### src/rtl/dp_pkg.sv
// Shared types and constants for the DP control sequencer.
package dp_pkg;

  typedef enum logic [2:0] {
    IDLE   = 3'd0,
    LOAD_A = 3'd1,
    LOAD_B = 3'd2,
    EXEC   = 3'd3,
    WB     = 3'd4,
    DONE   = 3'd5
  } state_t;

  localparam logic [1:0] SEL_IN1 = 2'b11;
  localparam logic [1:0] SEL_IN2 = 2'b10;
  localparam logic [1:0] SEL_ALU = 2'b00;

  localparam logic [1:0] OP_ADD = 2'b11;
  localparam logic [1:0] OP_SUB = 2'b10;
  localparam logic [1:0] OP_AND = 2'b01;
  localparam logic [1:0] OP_XOR = 2'b00;

endpackage

### src/rtl/dp_ctrl.sv
// Sequencer driving the register-file/ALU datapath: load in1, load in2, execute, optional write-back.
// Write-back state is built only when DPC_WB_EN is defined.
//
// state  | meaning
// IDLE   | waiting for start; all controls at idle values
// LOAD_A | in1 written to addr_a
// LOAD_B | in2 written to addr_b
// EXEC   | both ports read, ALU result driven to out
// WB     | ALU result written to addr_d (DPC_WB_EN only)
// DONE   | one-cycle done pulse
module dp_ctrl
  import dp_pkg::*;
#(
  parameter int ADDR_W = 2,
  parameter int OP_W   = 2
) (
  input  logic              clk,
  input  logic              rst_n,
  input  logic              start,
  input  logic [OP_W-1:0]   op,
  input  logic [ADDR_W-1:0] addr_a,
  input  logic [ADDR_W-1:0] addr_b,
  input  logic [ADDR_W-1:0] addr_d,
  output logic              busy,
  output logic              done,
  output logic [1:0]        s1,
  output logic              we,
  output logic [ADDR_W-1:0] wa,
  output logic              rea,
  output logic              reb,
  output logic [ADDR_W-1:0] raa,
  output logic [ADDR_W-1:0] rab,
  output logic [OP_W-1:0]   c,
  output logic              s2
);

  state_t            state, next_state;
  logic [OP_W-1:0]   op_q;
  logic [ADDR_W-1:0] a_q, b_q;
  logic              accept;

  assign accept = (state == IDLE) && start;

`ifdef DPC_WB_EN
  logic [ADDR_W-1:0] d_q;

  always_ff @(posedge clk) begin
    if (!rst_n)      d_q <= '0;
    else if (accept) d_q <= addr_d;
  end
`else
  logic unused_addr_d;
  assign unused_addr_d = ^addr_d;
`endif

  always_ff @(posedge clk) begin
    if (!rst_n) begin
      state <= IDLE;
      op_q  <= '0;
      a_q   <= '0;
      b_q   <= '0;
    end else begin
      state <= next_state;
      if (accept) begin
        op_q <= op;
        a_q  <= addr_a;
        b_q  <= addr_b;
      end
    end
  end

  always_comb begin
    next_state = state;
    busy = 1'b0;
    done = 1'b0;
    s1   = SEL_ALU;
    we   = 1'b0;
    wa   = '0;
    rea  = 1'b0;
    reb  = 1'b0;
    raa  = '0;
    rab  = '0;
    c    = '0;
    s2   = 1'b0;
    case (state)
      IDLE: if (start) next_state = LOAD_A;
      LOAD_A: begin
        busy = 1'b1;
        s1   = SEL_IN1;
        we   = 1'b1;
        wa   = a_q;
        next_state = LOAD_B;
      end
      LOAD_B: begin
        busy = 1'b1;
        s1   = SEL_IN2;
        we   = 1'b1;
        wa   = b_q;
        next_state = EXEC;
      end
      EXEC: begin
        busy = 1'b1;
        rea  = 1'b1;
        reb  = 1'b1;
        raa  = a_q;
        rab  = b_q;
        c    = op_q;
        s2   = 1'b1;
`ifdef DPC_WB_EN
        next_state = WB;
`else
        next_state = DONE;
`endif
      end
`ifdef DPC_WB_EN
      // Read ports stay live so the ALU result is still valid while it is written.
      WB: begin
        busy = 1'b1;
        s1   = SEL_ALU;
        we   = 1'b1;
        wa   = d_q;
        rea  = 1'b1;
        reb  = 1'b1;
        raa  = a_q;
        rab  = b_q;
        c    = op_q;
        next_state = DONE;
      end
`endif
      DONE: begin
        busy = 1'b1;
        done = 1'b1;
        next_state = IDLE;
      end
      default: next_state = IDLE;
    endcase
  end

endmodule

### config.mk
export PLATFORM = sky130hd
export DESIGN_NAME = dp_ctrl
export DESIGN_NICKNAME = d
export VERILOG_FILES = /design/src/rtl/dp_pkg.sv /design/src/rtl/dp_ctrl.sv
export SDC_FILE = /design/constraint.sdc
export NUM_CORES = 1
export LEC_CHECK = 0
export CAP_MARGIN = 20
export CORE_UTILIZATION = 37
export DETAILED_ROUTE_END_ITERATION = 8
export GPL_TIMING_DRIVEN = 0
export HOLD_SLACK_MARGIN = 0.15
export PLACE_DENSITY_LB_ADDON = 0.08
export SYNTH_ARGS = -nofsm -noshare
export SYNTH_HDL_FRONTEND = slang
export SYNTH_SLANG_ARGS = --single-unit
### constraint.sdc
create_clock -name clk -period 1.47 [get_ports clk]
set_input_delay 0.147 -clock clk [delete_from_list [all_inputs] [get_ports clk]]
set_output_delay 0.147 -clock clk [all_outputs]
set_load 0.005 [all_outputs]
==> results.toml, run 1 <==
[power_and_ir_drop]
leakage_nw = 0.423
swShare = 0.288
p_per_area_nw_per_um2 = 852
ir_drop_uv = 526
p_seq_frac = 0.408
combPwrFrac = 0.328
pwr-share-clk = 0.264
power_switching_mw = 0.211
internal_power_mw = 0.521
p_total_mw = 0.732

[clocking]
clock-root-buffer = "clkbuf_4"
cts.path.max_buffers = 2
cts.clk_slew.worst_paths_ns = 0.07
cts_tree = "done"
htreeDepth = 1
cts-hold-fix-buffers = 0
cts_buffers = 3
worstSkewPairLatency_ns = 0.27
clock-sinks = 9

[timing]
fin_worst_skew_ns = 0.0120
worstMarginPinSlew_ns = 0.394
final.setup.worst_slack_ns = 0.0752
fin_crit_ns = 1.39
slew_headroom = 0.738
setup_viol = 0
slew_viol_final = 0
hold_violations = 0
fmax_ghz = 0.717
rsz0062_at_grt = "false"
timing.final.crit_share = 0.949
tns_ns = 0

[setup_path]
path_depth = 4
path_buf_inv = 2
worstPathCellList = "and3b_2 > buf_6 > and2_1 > buf_2"
cp_max_fo = 8
critPathTopFamily = "flip-flops"
worstPathRequired_ns = 1.32
cp-end-kind = "output pin"
slowest_stage = "dfxtp_4"
startpoint_type = "register"
arrival_ns = 1.25
cp_slowest_stage_delay_ns = 0.38
r2r_cells = 5
critPathKind = "register to output pin"

[yosys]
ys_seq_elements = 9
yosysWarnings = 0
synth_seq_area_share = 0.348
synth_top_area_share = 0.348
syn_area_um2 = 518
synth_cell_types = 18
synth.avg_cell_area_um2 = 8.49
synth_common_cells = "nand2_1 (12), dfxtp_1 (9), and2_1 (7)"
synth_area_leader_cell = "dfxtp_1"
syn_inst = 61
syn-num-nets = 72
synthTopCellsByArea = "dfxtp_1 (35%), mux2i_1 (12%), nand2_1 (8.7%), and2_1 (8.5%), nand3b_1 (5.8%)"
synthFlopType = "dfxtp_1"
async_reset_ff_frac = 0
synth.most_common_cell = "nand2_1"
synth_edf_count = 0

[detailed_routing]
dr_total_vias = 510
wirelength_um = 1160
dr.pass1.iters = 2
vias_per_cell = 4.64
drc_errors = 0
ant_nets = 0
drt_iter0_drc = 5
wl_per_cell_um = 10.5

[placed_design]
gp_congestion = 0.703
place_hpwl_um = 738
place_inst = 100
port_buffers = 24
dp_slack_ns = -0.337

[floorplan]
dieArea_um2 = 1550
io_pins = 27
core_area_um2 = 1300
start_util = 0.398
fp.dieH_um = 39.4
die_x_um = 39.4
placementRows = 13

[cells_and_area]
multi_input_area_um2 = 318
n_antenna_cell = 0
fin_util = 0.661
final.fill_count = 129
drive_gt1_frac = 0.358
final_cells = 110
regArea_um2 = 191
areaGrowthSynthToFinish_pct = 65.9
nets = 107

[status]
status = "finished clean"

[global_routing]
overflow = 0
grt_pass1_vias = 448
grt_usage = 0.185
grt_max_degree = 11
antenna_found_initial = 0
grt_pass1_wl_um = 1860

[hold_path]
min_path_cells = 3
hp-class = "input port to register"

[job]
maxCapViolCount = 0
through the flow:
stage / instance area [um2] / hold slack, ns
5_1_grt: 860 / 0.444
3_5_place_dp: 777 / 0.448
4_1_cts: 868 / 0.433
2_1_floorplan: 518 / 0.289
3_3_place_gp: 777 / 0.439
6_report: 860 / 0.431
placed cells by master, fill, tap and decap left out, types with 2 or more instances in the layout:
master	instances
nand3b_1	4
buf_2	6
nor2_1	2
dlygate4sd2_1	7
a21oi_1	2
and2_1	7
buf_6	4
clkbuf_4	3
mux2i_1	6
nand2_1	12
clkdlybuf4s50_1	8
buf_4	10
dfxtp_4	3
and3b_2	2
dfxtp_1	6
nand2b_1	3
final timing paths:
kind | slack (ns) | startpoint | endpoint
setup / recovery | 0.08 | state[0] | raa[0]
hold / removal | 0.43 | op[1] | op_q[1]
setup reg to reg | 0.16 | state[2] | op_q[0]
hold reg to reg | 0.45 | op_q[1] | op_q[1]
kinds of logic after synthesis:
kind of cell           share of synthesized area
AO/OA/AOI/OAI                             0.0386
flip-flops                                 0.348
AND/OR/NAND/NOR                            0.362
buffers and inverters                      0.118
XOR/XNOR                                  0.0169
multiplexers                               0.116
per-layer routing:
layer | vias to the layer above | part of all wire | global-route usage
met5 | - | 0 | 0
met4 | 0 | 0.012 | 0.129
met3 | 2 | 0.054 | 0.0341
met2 | 18 | 0.48 | 0.270
met1 | 223 | 0.46 | 0.239
li1 | 267 | - | -
power groups by stage:
stage	Sequential, mW	Clock, mW	Combinational [mW]
5_1_grt	0.305	0.215	0.263
3_5_place_dp	0.284	0	0.226
4_1_cts	0.280	0.198	0.250
3_3_place_gp	0.283	0	0.224
2_1_floorplan	0.281	0	0.124
6_report	0.298	0.193	0.240
final cells by class:
| class | count | share of cell area |
|---|---|---|
| Multi-Input combinational cell | 44 | 0.370 |
| Timing Repair Buffer | 33 | 0.319 |
| Sequential cell | 9 | 0.223 |
| Buffer | 4 | 0.0306 |
| Clock buffer | 3 | 0.0262 |
| Tap cell | 15 | 0.0218 |
| Clock inverter | 1 | 0.00582 |
| Inverter | 1 | 0.00437 |
registers in the layout, summed over array words and instances, names as in the netlist:
register,flops
op_q,2
a_q,2
state,3
b_q,2
worst reg2reg max path: cells and delay by family (launching register included):
family | cells | cell delay (ns)
buf+inv | 3 | 0.45
flops | 1 | 0.35
simple gates | 1 | 0.25
mux | 1 | 0.19
what timing repair did:
item,in CTS,in global routing
pin swaps,4,3
setup endpoints to repair,16,17
buffers inserted,8,1
resized for setup,45,12
cloned,1,0
(Power assumes the default switching activity.)
==> run 2, diff against run 1 <==
--- a/config.mk
+++ b/config.mk
@@ -6,6 +6,7 @@
 export NUM_CORES = 1
 export LEC_CHECK = 0
 export CAP_MARGIN = 20
+export CORE_MARGIN = 4
 export CORE_UTILIZATION = 37
 export DETAILED_ROUTE_END_ITERATION = 8
 export GPL_TIMING_DRIVEN = 0
==> results.toml, run 2 (synthesized netlist as in run 1, its figures left out) <==
[status]
status = "finished with violations"
violations = "negative setup slack"

[setup_path]
cp_slowest_stage_delay_ns = 0.33
cp_max_fo = 5
arrival_ns = 1.34
critPathTopFamily = "simple AND/OR/NAND/NOR gates"
worstPathRequired_ns = 1.32
path_buf_inv = 3
reg2reg_slack_ns = 0.03
slowest_stage = "dfxtp_2"
critPathKind = "register to output pin"
cp-end-kind = "output pin"
r2r_end = "b_q[1]"
timing.rr.start = "state[0]"
worstPathCellList = "buf_8 > and3b_2 > buf_6 > and2_4 > buf_6"
startpoint_type = "register"
r2r_cells = 4
cpMostUsedCell = "buf_6"

[timing]
slew_headroom = 0.601
fin_worst_skew_ns = 0.00323
fin_crit_ns = 1.49
final.setup.worst_slack_ns = -0.0189
rsz0062_at_grt = "true"
timing.final.crit_share = 1.01
setup_viol = 2
slew_viol_final = 0
hold_violations = 0
holdWs_ns = 0.434
fmax_ghz = 0.672
worstMarginPinSlew_ns = 0.595

[detailed_routing]
drt_iter0_drc = 6
wirelength_um = 1530
wl_per_cell_um = 12.5
dr.pass1.iters = 4
drc_errors = 0
ant_nets = 0
dr_total_vias = 565
vias_per_cell = 4.63

[power_and_ir_drop]
p_per_area_nw_per_um2 = 809
leakage_nw = 0.487
ir_drop_uv = 595

[clocking]
clock-sinks = 9
worstSkewPairLatency_ns = 0.26
htreeDepth = 1
cts.path.max_buffers = 2
cts.clk_slew.worst_paths_ns = 0.06
cts_tree = "done"
cts-hold-fix-buffers = 0
cts_buffers = 3
clock-root-buffer = "clkbuf_4"

[global_routing]
antenna_found_initial = 0
overflow = 0
grt_pass1_vias = 478
grt_max_degree = 12
grt_pass1_wl_um = 2060
grt_usage = 0.140

[placed_design]
port_buffers = 24
gp_congestion = 0.707
place_hpwl_um = 782
dp_slack_ns = -0.311
place_area_um2 = 777

[cells_and_area]
final_cell_mix = "buf_4 (15), nand2_1 (12), buf_6 (11), clkdlybuf4s50_1 (8)"
areaGrowthSynthToFinish_pct = 90.6
nets = 119
fin_area_um2 = 987
largest_register_ffs = 3
final_common_cell = "buf_4"
n_antenna_cell = 0
top_register = "state"
drive_gt1_frac = 0.505

[job]
maxCapViolCount = 0

[floorplan]
placementRows = 13
dieArea_um2 = 2060
die_x_um = 45.4
core_area_um2 = 1320
start_util = 0.393
io_pins = 27
fp.dieH_um = 45.4

[hold_path]
whs_endpoint = "op_q[1]"
hold_start = "op[1]"
min_path_cells = 3
hp-class = "input port to register"
## run 2: layer usage
metal	GRT usage	wire [um]	share of wire	vias to the layer above
met5	0	0	0	-
met3	0.0316	106	0.069	5
met2	0.240	791	0.52	21
met4	0.0877	29	0.019	0
li1	-	-	-	289
met1	0.154	599	0.39	250
## run 2: cell type report
class / instances / area, um2
sequential: 9 / 184
clock buffer: 3 / 22.5
clock inverter: 1 / 5.00
tap: 15 / 18.8
multi-input combinational: 44 / 328
buffer: 7 / 63.8
fill: 100 / 330
inverter: 1 / 3.75
timing repair buffer: 42 / 362
## run 2: how the worst max path moves through the flow
stage / start / to / slack [ns] / cells after the start
after global placement: state[1] / c[0] / -0.33 / 5
after CTS: state[1] / rab[1] / -0.15 / 5
after detailed placement: state[1] / rab[0] / -0.31 / 5
after floorplan: state[1] / c[0] / 0.29 / 4
final: state[1] / rab[0] / -0.02 / 5
after global routing: state[0] / op_q[1] / -0.07 / 4
## run 2: where the power goes
group	leakage [nW]	internal (mW)	switching, mW
Sequential	0.0750	0.269	0.0172
Clock	0.0177	0.101	0.0921
Combinational	0.395	0.198	0.122
## run 2: per-stage QoR
stage	utilization	setup TNS, ns	total power [mW]	cells
after floorplan	-	0	0.406	61
after global placement	0.590	-2.73	0.508	100
after detailed placement	0.590	-2.64	0.510	100
after CTS	0.655	-0.461	0.728	113
after global routing	0.749	-0.425	0.834	122
final	0.749	-0.0277	0.799	122
## run 2: timing repair
| item | 4_1_cts | 5_1_grt |
|---|---|---|
| setup endpoints to repair | 16 | 12 |
| cloned | 2 | 1 |
| pin swaps | 3 | 7 |
| resized for setup | 40 | 32 |
| setup buffers | 8 | 8 |
## run 2: worst register-to-register path, stage by stage (launching register included)
cell,delay [ns]
dfxtp_2,0.32
buf_6,0.13
buf_6,0.12
nor4b_4,0.56
mux2i_1,0.25
